### config.mk
export PLATFORM = sky130hd
export DESIGN_NAME = divider
export DESIGN_NICKNAME = d
export VERILOG_FILES = /design/src/rtl/divider_pkg.sv /design/src/rtl/divider.sv
export SDC_FILE = /design/constraint.sdc
export NUM_CORES = 1
export LEC_CHECK = 0
export BUFFER_PORTS_ARGS = -buffer_cell sky130_fd_sc_hd__buf_4
export CAP_MARGIN = 20
export CORE_MARGIN = 4
export CORE_UTILIZATION = 60
export CTS_CLUSTER_DIAMETER = 50
export CTS_CLUSTER_SIZE = 25
export DETAILED_ROUTE_END_ITERATION = 6
export PLACE_DENSITY = 0.8
export SYNTH_ARGS = -nofsm -noshare
export SYNTH_HDL_FRONTEND = slang
export SYNTH_SLANG_ARGS = --single-unit
### constraint.sdc
create_clock -name clk -period 6.6 [get_ports clk]
set_input_delay 0.66 -clock clk [delete_from_list [all_inputs] [get_ports clk]]
set_output_delay 0.66 -clock clk [all_outputs]
set_load 0.02 [all_outputs]
### src/rtl/divider_pkg.sv
// Shared definitions for the iterative DIV/IDIV unit: FSM state encoding
// and the per-width iteration counts.
package divider_pkg;

   localparam int unsigned DIV_STATE_W  = 3;
   localparam int unsigned DIV_ITERS_8  = 8;
   localparam int unsigned DIV_ITERS_16 = 16;

   typedef enum logic [DIV_STATE_W-1:0] {
      IDLE  = 3'd0,
      PREP  = 3'd1,
      ITER  = 3'd2,
      FIXUP = 3'd3,
      DONE  = 3'd4
   } DivState_t;

endpackage

### src/rtl/divider.sv
// Iterative restoring divider for DIV/IDIV, one quotient bit per clock.
// Handles AX / r8 and DX:AX / r16, signed and unsigned.
// Optional: define DIVIDER_FULL_RANGE_EN to accept signed quotients of
// -2^(N-1) (80186 behaviour); otherwise they raise a divide error (8086).
module divider
   import divider_pkg::*;
(
   input  logic        clk,
   input  logic        reset_n,
   input  logic        start,
   input  logic        is_8_bit,
   input  logic        is_signed,
   input  logic [31:0] dividend,
   input  logic [15:0] divisor,
   output logic [15:0] quotient,
   output logic [15:0] remainder,
   output logic        busy,
   output logic        complete,
   output logic        error
);

   DivState_t   state_q, state_d;
   logic        is8_q, is8_d, sgn_q, sgn_d;
   logic [31:0] dvd_q, dvd_d;
   logic [15:0] dvs_q, dvs_d;
   logic [15:0] dvsr_q, dvsr_d;      // divisor magnitude
   logic [15:0] lo_q, lo_d;          // remaining dividend bits, MSB first
   logic [16:0] prem_q, prem_d;      // partial remainder, N+1 bits
   logic [31:0] qacc_q, qacc_d;      // quotient accumulator, 2N bits
   logic [3:0]  cnt_q, cnt_d;
   logic        qneg_q, qneg_d, rneg_q, rneg_d, zero_q, zero_d;
   logic [15:0] quotient_q, quotient_d, remainder_q, remainder_d;
   logic        error_q, error_d, busy_q, busy_d, complete_q, complete_d;

   logic        dvd_neg, dvs_neg;
   logic [15:0] dvd_abs16, dvs_abs16, hi;
   logic [7:0]  dvs_abs8;
   logic [31:0] dvd_abs32, dvd_mag;
   logic [15:0] dvs_mag;
   logic [17:0] step;
   logic [15:0] q_fix, r_fix;
   logic [31:0] u_lim, s_lim;
   logic        ovf;

   // One restoring step: trial-subtract the divisor from {prem, next bit};
   // returns {new partial remainder, quotient bit}.
   function automatic logic [17:0] restore_step(input logic [16:0] prem,
                                                input logic        nbit,
                                                input logic [15:0] dvsr);
      logic [17:0] diff;
      diff = {prem, nbit} - {2'b00, dvsr};
      if (diff[17]) restore_step = {prem[15:0], nbit, 1'b0};
      else          restore_step = {diff[16:0], 1'b1};
   endfunction

   // FSM next state and datapath next values
   always_comb begin
      state_d     = state_q;
      is8_d       = is8_q;
      sgn_d       = sgn_q;
      dvd_d       = dvd_q;
      dvs_d       = dvs_q;
      dvsr_d      = dvsr_q;
      lo_d        = lo_q;
      prem_d      = prem_q;
      qacc_d      = qacc_q;
      cnt_d       = cnt_q;
      qneg_d      = qneg_q;
      rneg_d      = rneg_q;
      zero_d      = zero_q;
      quotient_d  = quotient_q;
      remainder_d = remainder_q;
      error_d     = error_q;

      // operand sign and magnitude, consumed in PREP
      dvd_neg   = sgn_q & (is8_q ? dvd_q[15] : dvd_q[31]);
      dvs_neg   = sgn_q & (is8_q ? dvs_q[7]  : dvs_q[15]);
      dvd_abs16 = dvd_neg ? -dvd_q[15:0] : dvd_q[15:0];
      dvd_abs32 = dvd_neg ? -dvd_q : dvd_q;
      dvd_mag   = is8_q ? {16'h0000, dvd_abs16} : dvd_abs32;
      dvs_abs8  = dvs_neg ? -dvs_q[7:0] : dvs_q[7:0];
      dvs_abs16 = dvs_neg ? -dvs_q : dvs_q;
      dvs_mag   = is8_q ? {8'h00, dvs_abs8} : dvs_abs16;
      hi        = is8_q ? {8'h00, dvd_mag[15:8]} : dvd_mag[31:16];

      step = restore_step(prem_q, lo_q[15], dvsr_q);

      // sign fixup and range check, consumed in FIXUP
      q_fix = qneg_q ? -qacc_q[15:0] : qacc_q[15:0];
      r_fix = rneg_q ? -prem_q[15:0] : prem_q[15:0];
      if (is8_q) begin
         q_fix[15:8] = '0;
         r_fix[15:8] = '0;
      end
      u_lim = is8_q ? 32'h0000_00FF : 32'h0000_FFFF;
      s_lim = is8_q ? 32'h0000_007F : 32'h0000_7FFF;
`ifdef DIVIDER_FULL_RANGE_EN
      if (qneg_q) s_lim = s_lim + 32'd1;
`endif
      ovf = sgn_q ? (qacc_q > s_lim) : (qacc_q > u_lim);

      case (state_q)
         IDLE: begin
            if (start) begin
               state_d = PREP;
               is8_d   = is_8_bit;
               sgn_d   = is_signed;
               dvd_d   = dividend;
               dvs_d   = divisor;
               error_d = 1'b0;
            end
         end
         PREP: begin
            dvsr_d = dvs_mag;
            prem_d = {1'b0, hi};
            lo_d   = is8_q ? {dvd_mag[7:0], 8'h00} : dvd_mag[15:0];
            // Upper dividend half >= divisor means the quotient needs more
            // than N bits; seeding bit 0 lands it at bit N after N shifts.
            qacc_d = {31'b0, hi >= dvs_mag};
            cnt_d  = is8_q ? 4'(DIV_ITERS_8 - 1) : 4'(DIV_ITERS_16 - 1);
            qneg_d = dvd_neg ^ dvs_neg;
            rneg_d = dvd_neg;
            zero_d = (dvs_mag == '0);
            // Zero divisor still passes through FIXUP so that all results
            // and the error flag are registered in one place.
            state_d = (dvs_mag == '0) ? FIXUP : ITER;
         end
         ITER: begin
            prem_d = step[17:1];
            qacc_d = {qacc_q[30:0], step[0]};
            lo_d   = {lo_q[14:0], 1'b0};
            if (cnt_q == '0) state_d = FIXUP;
            else             cnt_d   = cnt_q - 4'd1;
         end
         FIXUP: begin
            if (zero_q || ovf) begin
               quotient_d  = '0;
               remainder_d = '0;
               error_d     = 1'b1;
            end else begin
               quotient_d  = q_fix;
               remainder_d = r_fix;
               error_d     = 1'b0;
            end
            state_d = DONE;
         end
         DONE:    state_d = IDLE;
         default: state_d = IDLE;
      endcase

      busy_d     = (state_d == PREP) || (state_d == ITER) || (state_d == FIXUP);
      complete_d = (state_d == DONE);
   end

   // State and datapath registers; reset aborts any divide in flight
   always_ff @(posedge clk or negedge reset_n) begin
      if (!reset_n) begin
         state_q     <= IDLE;
         is8_q       <= 1'b0;
         sgn_q       <= 1'b0;
         dvd_q       <= '0;
         dvs_q       <= '0;
         dvsr_q      <= '0;
         lo_q        <= '0;
         prem_q      <= '0;
         qacc_q      <= '0;
         cnt_q       <= '0;
         qneg_q      <= 1'b0;
         rneg_q      <= 1'b0;
         zero_q      <= 1'b0;
         quotient_q  <= '0;
         remainder_q <= '0;
         error_q     <= 1'b0;
         busy_q      <= 1'b0;
         complete_q  <= 1'b0;
      end else begin
         state_q     <= state_d;
         is8_q       <= is8_d;
         sgn_q       <= sgn_d;
         dvd_q       <= dvd_d;
         dvs_q       <= dvs_d;
         dvsr_q      <= dvsr_d;
         lo_q        <= lo_d;
         prem_q      <= prem_d;
         qacc_q      <= qacc_d;
         cnt_q       <= cnt_d;
         qneg_q      <= qneg_d;
         rneg_q      <= rneg_d;
         zero_q      <= zero_d;
         quotient_q  <= quotient_d;
         remainder_q <= remainder_d;
         error_q     <= error_d;
         busy_q      <= busy_d;
         complete_q  <= complete_d;
      end
   end

   assign quotient  = quotient_q;
   assign remainder = remainder_q;
   assign busy      = busy_q;
   assign complete  = complete_q;
   assign error     = error_q;

endmodule

==> results of run 1 <==
final timing paths:
check	start	end	slack (ps)	depth (start not counted)
worst max register to register	dvd_q[4]	qacc_q[0]	2610	12
max in group asynchronous	reset_n	dvd_q[15]	4750	2
worst max-delay path	dvd_q[4]	qacc_q[0]	2610	12
worst min register to register	remainder[11]	remainder[11]	480	2
min in group clk	divisor[0]	dvs_q[0]	430	3
worst min-delay path	reset_n	remainder[2]	340	1
cells in the mapped netlist (all sizes together) (3+ instances only):
cell type / instances / share of area
dfrtp: 176 / 0.43
nand2: 122 / 0.045
o21ai: 110 / 0.054
mux2: 54 / 0.060
nor2: 54 / 0.020
xor2: 48 / 0.042
ha: 47 / 0.058
clkbuf: 44 / 0.016
a21oi: 41 / 0.020
inv: 40 / 0.015
xnor2: 38 / 0.033
a22o: 33 / 0.028
nor3: 22 / 0.011
o31ai: 21 / 0.017
or3: 17 / 0.011
a22oi: 16 / 0.012
mux2i: 16 / 0.016
nand2b: 16 / 0.0098
a21o: 13 / 0.0097
or4: 11 / 0.0088
nor4: 10 / 0.0067
and2: 8 / 0.0049
nand3: 8 / 0.0039
nand4: 8 / 0.0049
o221ai: 8 / 0.0069
a31oi: 6 / 0.0037
buf: 6 / 0.0026
nor2b: 6 / 0.0037
o21a: 5 / 0.0037
a221o: 4 / 0.0039
nand3b: 4 / 0.0029
o22ai: 4 / 0.0024
o41ai: 4 / 0.0034
or2: 4 / 0.0024
and3: 3 / 0.0018
nor3b: 3 / 0.0022
o21bai: 3 / 0.0022
metal layers:
metal / part of all wire / vias up / global-route usage
li1: - / 3948 / -
met1: 0.46 / 3925 / 0.363
met2: 0.45 / 290 / 0.387
met3: 0.063 / 53 / 0.0508
met4: 0.030 / 0 / 0.103
met5: 0 / - / 0
cell type report:
class | instances | area share
multi-input combinational | 791 | 0.473
sequential | 176 | 0.379
timing repair buffer | 97 | 0.0630
clock buffer | 18 | 0.0370
tap | 220 | 0.0237
inverter | 40 | 0.0129
clock inverter | 14 | 0.0114
worst max-delay path: stages, from the launching register on:
cell       delay (ps)
dfrtp_1           420
nor4_2            440
nand3_1           270
nor4_1            520
a21oi_1           160
xnor2_1           160
o21ai_0           320
ha_1              320
a2111oi_0         400
o21ai_0           170
a221o_1           310
a41oi_1           250
o221ai_1          130
power by group:
group	leakage (nW)	total [mW]	internal [mW]	switching [mW]
Clock	0.273	0.966	0.525	0.441
Combinational	2.80	3.95	1.72	2.24
Sequential	2.23	2.07	1.51	0.556
Total	5.31	6.98	3.75	3.23
state kept, by name, indices dropped and copies added (netlist names):
register   flops
dvd_q         32
lo_q          16
rneg_q         1
remainder     16
busy           1
quotient      16
qacc_q        32
is8_q          1
qneg_q         1
sgn_q          1
cnt_q          4
zero_q         1
error          1
dvs_q         16
complete       1
dvsr_q        16
state_q        3
prem_q        17
cell usage in the layout (no fill, tap or decap), types with 38 or more instances in the layout:
cell	count
a21oi_1	41
buf_4	96
dfrtp_1	176
ha_1	47
inv_1	40
mux2_2	54
nand2_1	122
nor2_1	53
o21ai_0	108
xnor2_1	38
xor2_1	47
through the flow:
step                       util  std cells  cell area, µm²
after floorplan               -       1057           10200
after global placement    0.664       1323           11000
after detailed placement  0.664       1323           11000
after CTS                 0.697       1355           11600
after global routing      0.698       1356           11600
final                     0.698       1356           11600
cells by family (layout without fill, tap and decap cells):
group,Yosys count,after routing,share of synthesized area
simple gates,300,300,0.144
compound gates,287,287,0.183
flops,176,176,0.431
buf+inv,90,169,0.0334
xor+xnor,86,86,0.0745
mux,70,70,0.0752
fa+ha+maj,48,48,0.0595
==> results.ini, run 1 <==
[hold_path]
hold_path_class=input pin to asynchronous set/reset pin

[route]
via_count=8216
first_pass_iters=7
wirelength_um=24000
wire_per_inst_um=17.7
route.detailed.drc=0
post_drt_via_cell_ratio=6.06
first_iter_violations=538
ant_nets=0

[sta]
slew_viol_final=0
setup_ws_ps=2610
period_needed_ps=3990
final.setup_skew_ps=9.77
setup_tns_ps=0
fmax_mhz=251
hold_ws_ps=336
hold_violations=0
setup_viol=0
rsz0062_at_grt=no
tightest_slew_ps=964
period_share=0.604
timing.slew.headroom=0.358

[grt]
grt_pass1_wl_um=40100
grt_max_degree=102
overflow=0
first_global_vias=7884
antenna_found_initial=0
grt_usage=0.255

[placement]
hpwl_um=17100
place_ws_ps=2220
gp_congestion=0.931
numPortBuffers=87

[logic_synthesis]
ys_types=64
ys_ff_latch=176
synth_edf_count=0
syn_nets=1158
avgSynthCellArea_um2=9.67
synthCells=1057
netlist_area_mm2=0.0102
seq_area_frac_synth=0.431
async_reset_ff_frac=1.00
synth_ff_type=dfrtp_1
yosysWarnings=0

[clock_tree]
holdBufCountCts=0
clock_latency_ps=430
ctsLongestPathBuffers=2
cts_sinks=176
cts_max_level=4
clk_pin_slew_ps=70
cts_buffers=17
cts_root_buf=clkbuf_16
cts-resized-gates=0
post-cts-setup-buffers=0
tritoncts=yes

[layout]
ff_latch_area_mm2=0.00440
layout-drive-gt1-share=0.175
nFillCells=1274
syn2layout_area_growth_pct=13.7
antenna_cells=0
fin_nets=1224
multi_input_area_mm2=0.00549

[die]
row_count=47
start_util=0.614
coreArea_mm2=0.0166
fp.dieW_um=138
dieArea_mm2=0.0192
io_pins=88
die_y_um=138

[pwr]
p_total_mw=6.98
power_density_mw_per_mm2=601
p_leak_nw=5.31
peakVddDrop_mv=0.301

[worst_setup_path]
endpoint_kind=flop
start_kind=flop
crit_required_ps=6900
critPathMaxFanout=5
cp.arrival_ps=4290
path_class=flop to flop

[flow_run]
maxCapViolCount=0

[run_status]
status=finished, final reports clean

Power figures use the tool's default switching activity.
==> inputs of run 2 (changes only) <==
clock period = 4.15 ns   (was 6.6 ns; I/O delays follow)
==> results.ini, run 2 (synthesis gave the netlist of run 1 again) <==
[worst_setup_path]
cpLargestDelayFamily=compound AO/OA/AOI/OAI gates
start_kind=flop
path_class=flop to flop
path_common_cell=o21ai_0
path_cells=nor3_1, nand3_1, nor4_1, buf_4, a21oi_1, xnor2_1, o21ai_0, ha_1, a2111oi_0, o21ai_0, a221o_1, a41oi_1, o221ai_1
cp_num_buf_inv=1
slowest_delay_ps=420
endpoint_kind=flop
crit_required_ps=4460
ff2ff_setup_slack_ps=380
critPathMaxFanout=5
cp_slowest_cell=dfrtp_1
cp.arrival_ps=4080

[die]
dieArea_mm2=0.0192
start_util=0.614
fp.dieW_um=138
coreArea_mm2=0.0166
row_count=47
die_y_um=138
io_pins=88

[placement]
numPortBuffers=87
hpwl_um=17600
place_ws_ps=399
gp_congestion=0.917
place_inst=1333

[route]
via_count=8320
wire_per_inst_um=17.7
first_pass_iters=5
post_drt_via_cell_ratio=6.09
first_iter_violations=563
wirelength_um=24200
ant_nets=0
route.detailed.drc=0

[sta]
period_share=0.909
timing.slew.headroom=0.345
hold_violations=0
slew_viol_final=0
setup_tns_ps=0
final.setup_skew_ps=9.42
period_needed_ps=3770
fmax_mhz=265
setup_ws_ps=377
setup_viol=0
tightest_slew_ps=980

[layout]
antenna_cells=0
final_cells=1366
layout_common_cells=dfrtp_1 (176), nand2_1 (122), o21ai_0 (108), buf_4 (105), mux2_2 (54)
multi_input_area_mm2=0.00550
ff_latch_area_mm2=0.00440
final_common_cell=dfrtp_1
postLayoutCoreUtil=0.706
reg_top3=dvd_q (32), qacc_q (32), prem_q (17)
nFillCells=1286
syn2layout_area_growth_pct=15.0
layout-drive-gt1-share=0.183
fin_nets=1234

[clock_tree]
cts_max_level=4
post-cts-setup-buffers=0
ctsLongestPathBuffers=2
clock_latency_ps=440
tritoncts=yes
cts_root_buf=clkbuf_16
cts_sinks=176
cts_buffers=17
clk_pin_slew_ps=70

[pwr]
p_total_mw=11.3
power_density_mw_per_mm2=962
p_leak_nw=5.38
peakVddDrop_mv=0.454

[grt]
overflow=0
antenna_found_initial=0
grt_max_degree=96
first_global_vias=8007
grt_pass1_wl_um=40300
grt_usage=0.253

[run_status]
status=finished, final reports clean

[hold_path]
hold_path_class=input pin to asynchronous set/reset pin

[flow_run]
maxCapViolCount=0

-- run 2: area by class of cell --
class	instances	share of cell area
Multi-Input combinational cell	791	0.468
Sequential cell	176	0.375
Timing Repair Buffer	107	0.0704
Clock buffer	17	0.0362
Tap cell	220	0.0234
Clock inverter	15	0.0149
Inverter	40	0.0128
-- run 2: timing repair --
item | in CTS | in global routing
hold buffers | 0 | 0
endpoints found under the hold margin | 0 | 0
setup endpoints to repair | 0 | 1
gates resized for setup | 0 | 1
-- run 2: worst register-to-register path, cell delays in order, from the launching register on --
cell       delay (ps)
dfrtp_1           420
nor3_1            410
nand3_1           290
nor4_1            360
buf_4             190
a21oi_1            80
xnor2_1           120
o21ai_0           260
ha_1              310
a2111oi_0         390
o21ai_0           140
a221o_1           310
a41oi_1           230
o221ai_1          130
-- run 2: stage by stage --
step | instance area, µm² | hold WS, ps
2_1_floorplan | 10200 | 119
3_3_place_gp | 11100 | 462
3_5_place_dp | 11100 | 470
4_1_cts | 11700 | 103
5_1_grt | 11800 | 135
6_report | 11800 | 65.9
-- run 2: routing by layer --
layer  vias to the layer above  GRT usage  share of wire
met2                       243      0.397           0.47
li1                       3971          -              -
met1                      4075      0.362           0.46
met3                        31     0.0445          0.054
met5                         -          0              0
met4                         0     0.0790          0.020
-- run 2: path summary, 6_finish.rpt --
kind / to / startpoint / depth (start not counted)
hold / removal: remainder[3] / reset_n / 1
min in group clk: dvd_q[1] / dividend[1] / 3
max in group asynchronous: quotient[2] / reset_n / 2
hold reg to reg: remainder[2] / remainder[2] / 2
setup reg to reg: qacc_q[0] / dvd_q[8] / 13
setup / recovery: qacc_q[0] / dvd_q[8] / 13
-- run 2: report_power, final --
part / leakage [nW] / total (mW) / internal [mW] / switching (mW)
logic: 2.86 / 6.45 / 2.82 / 3.63
clock network: 0.284 / 1.61 / 0.857 / 0.755
registers: 2.23 / 3.24 / 2.40 / 0.841
total: 5.38 / 11.3 / 6.08 / 5.23
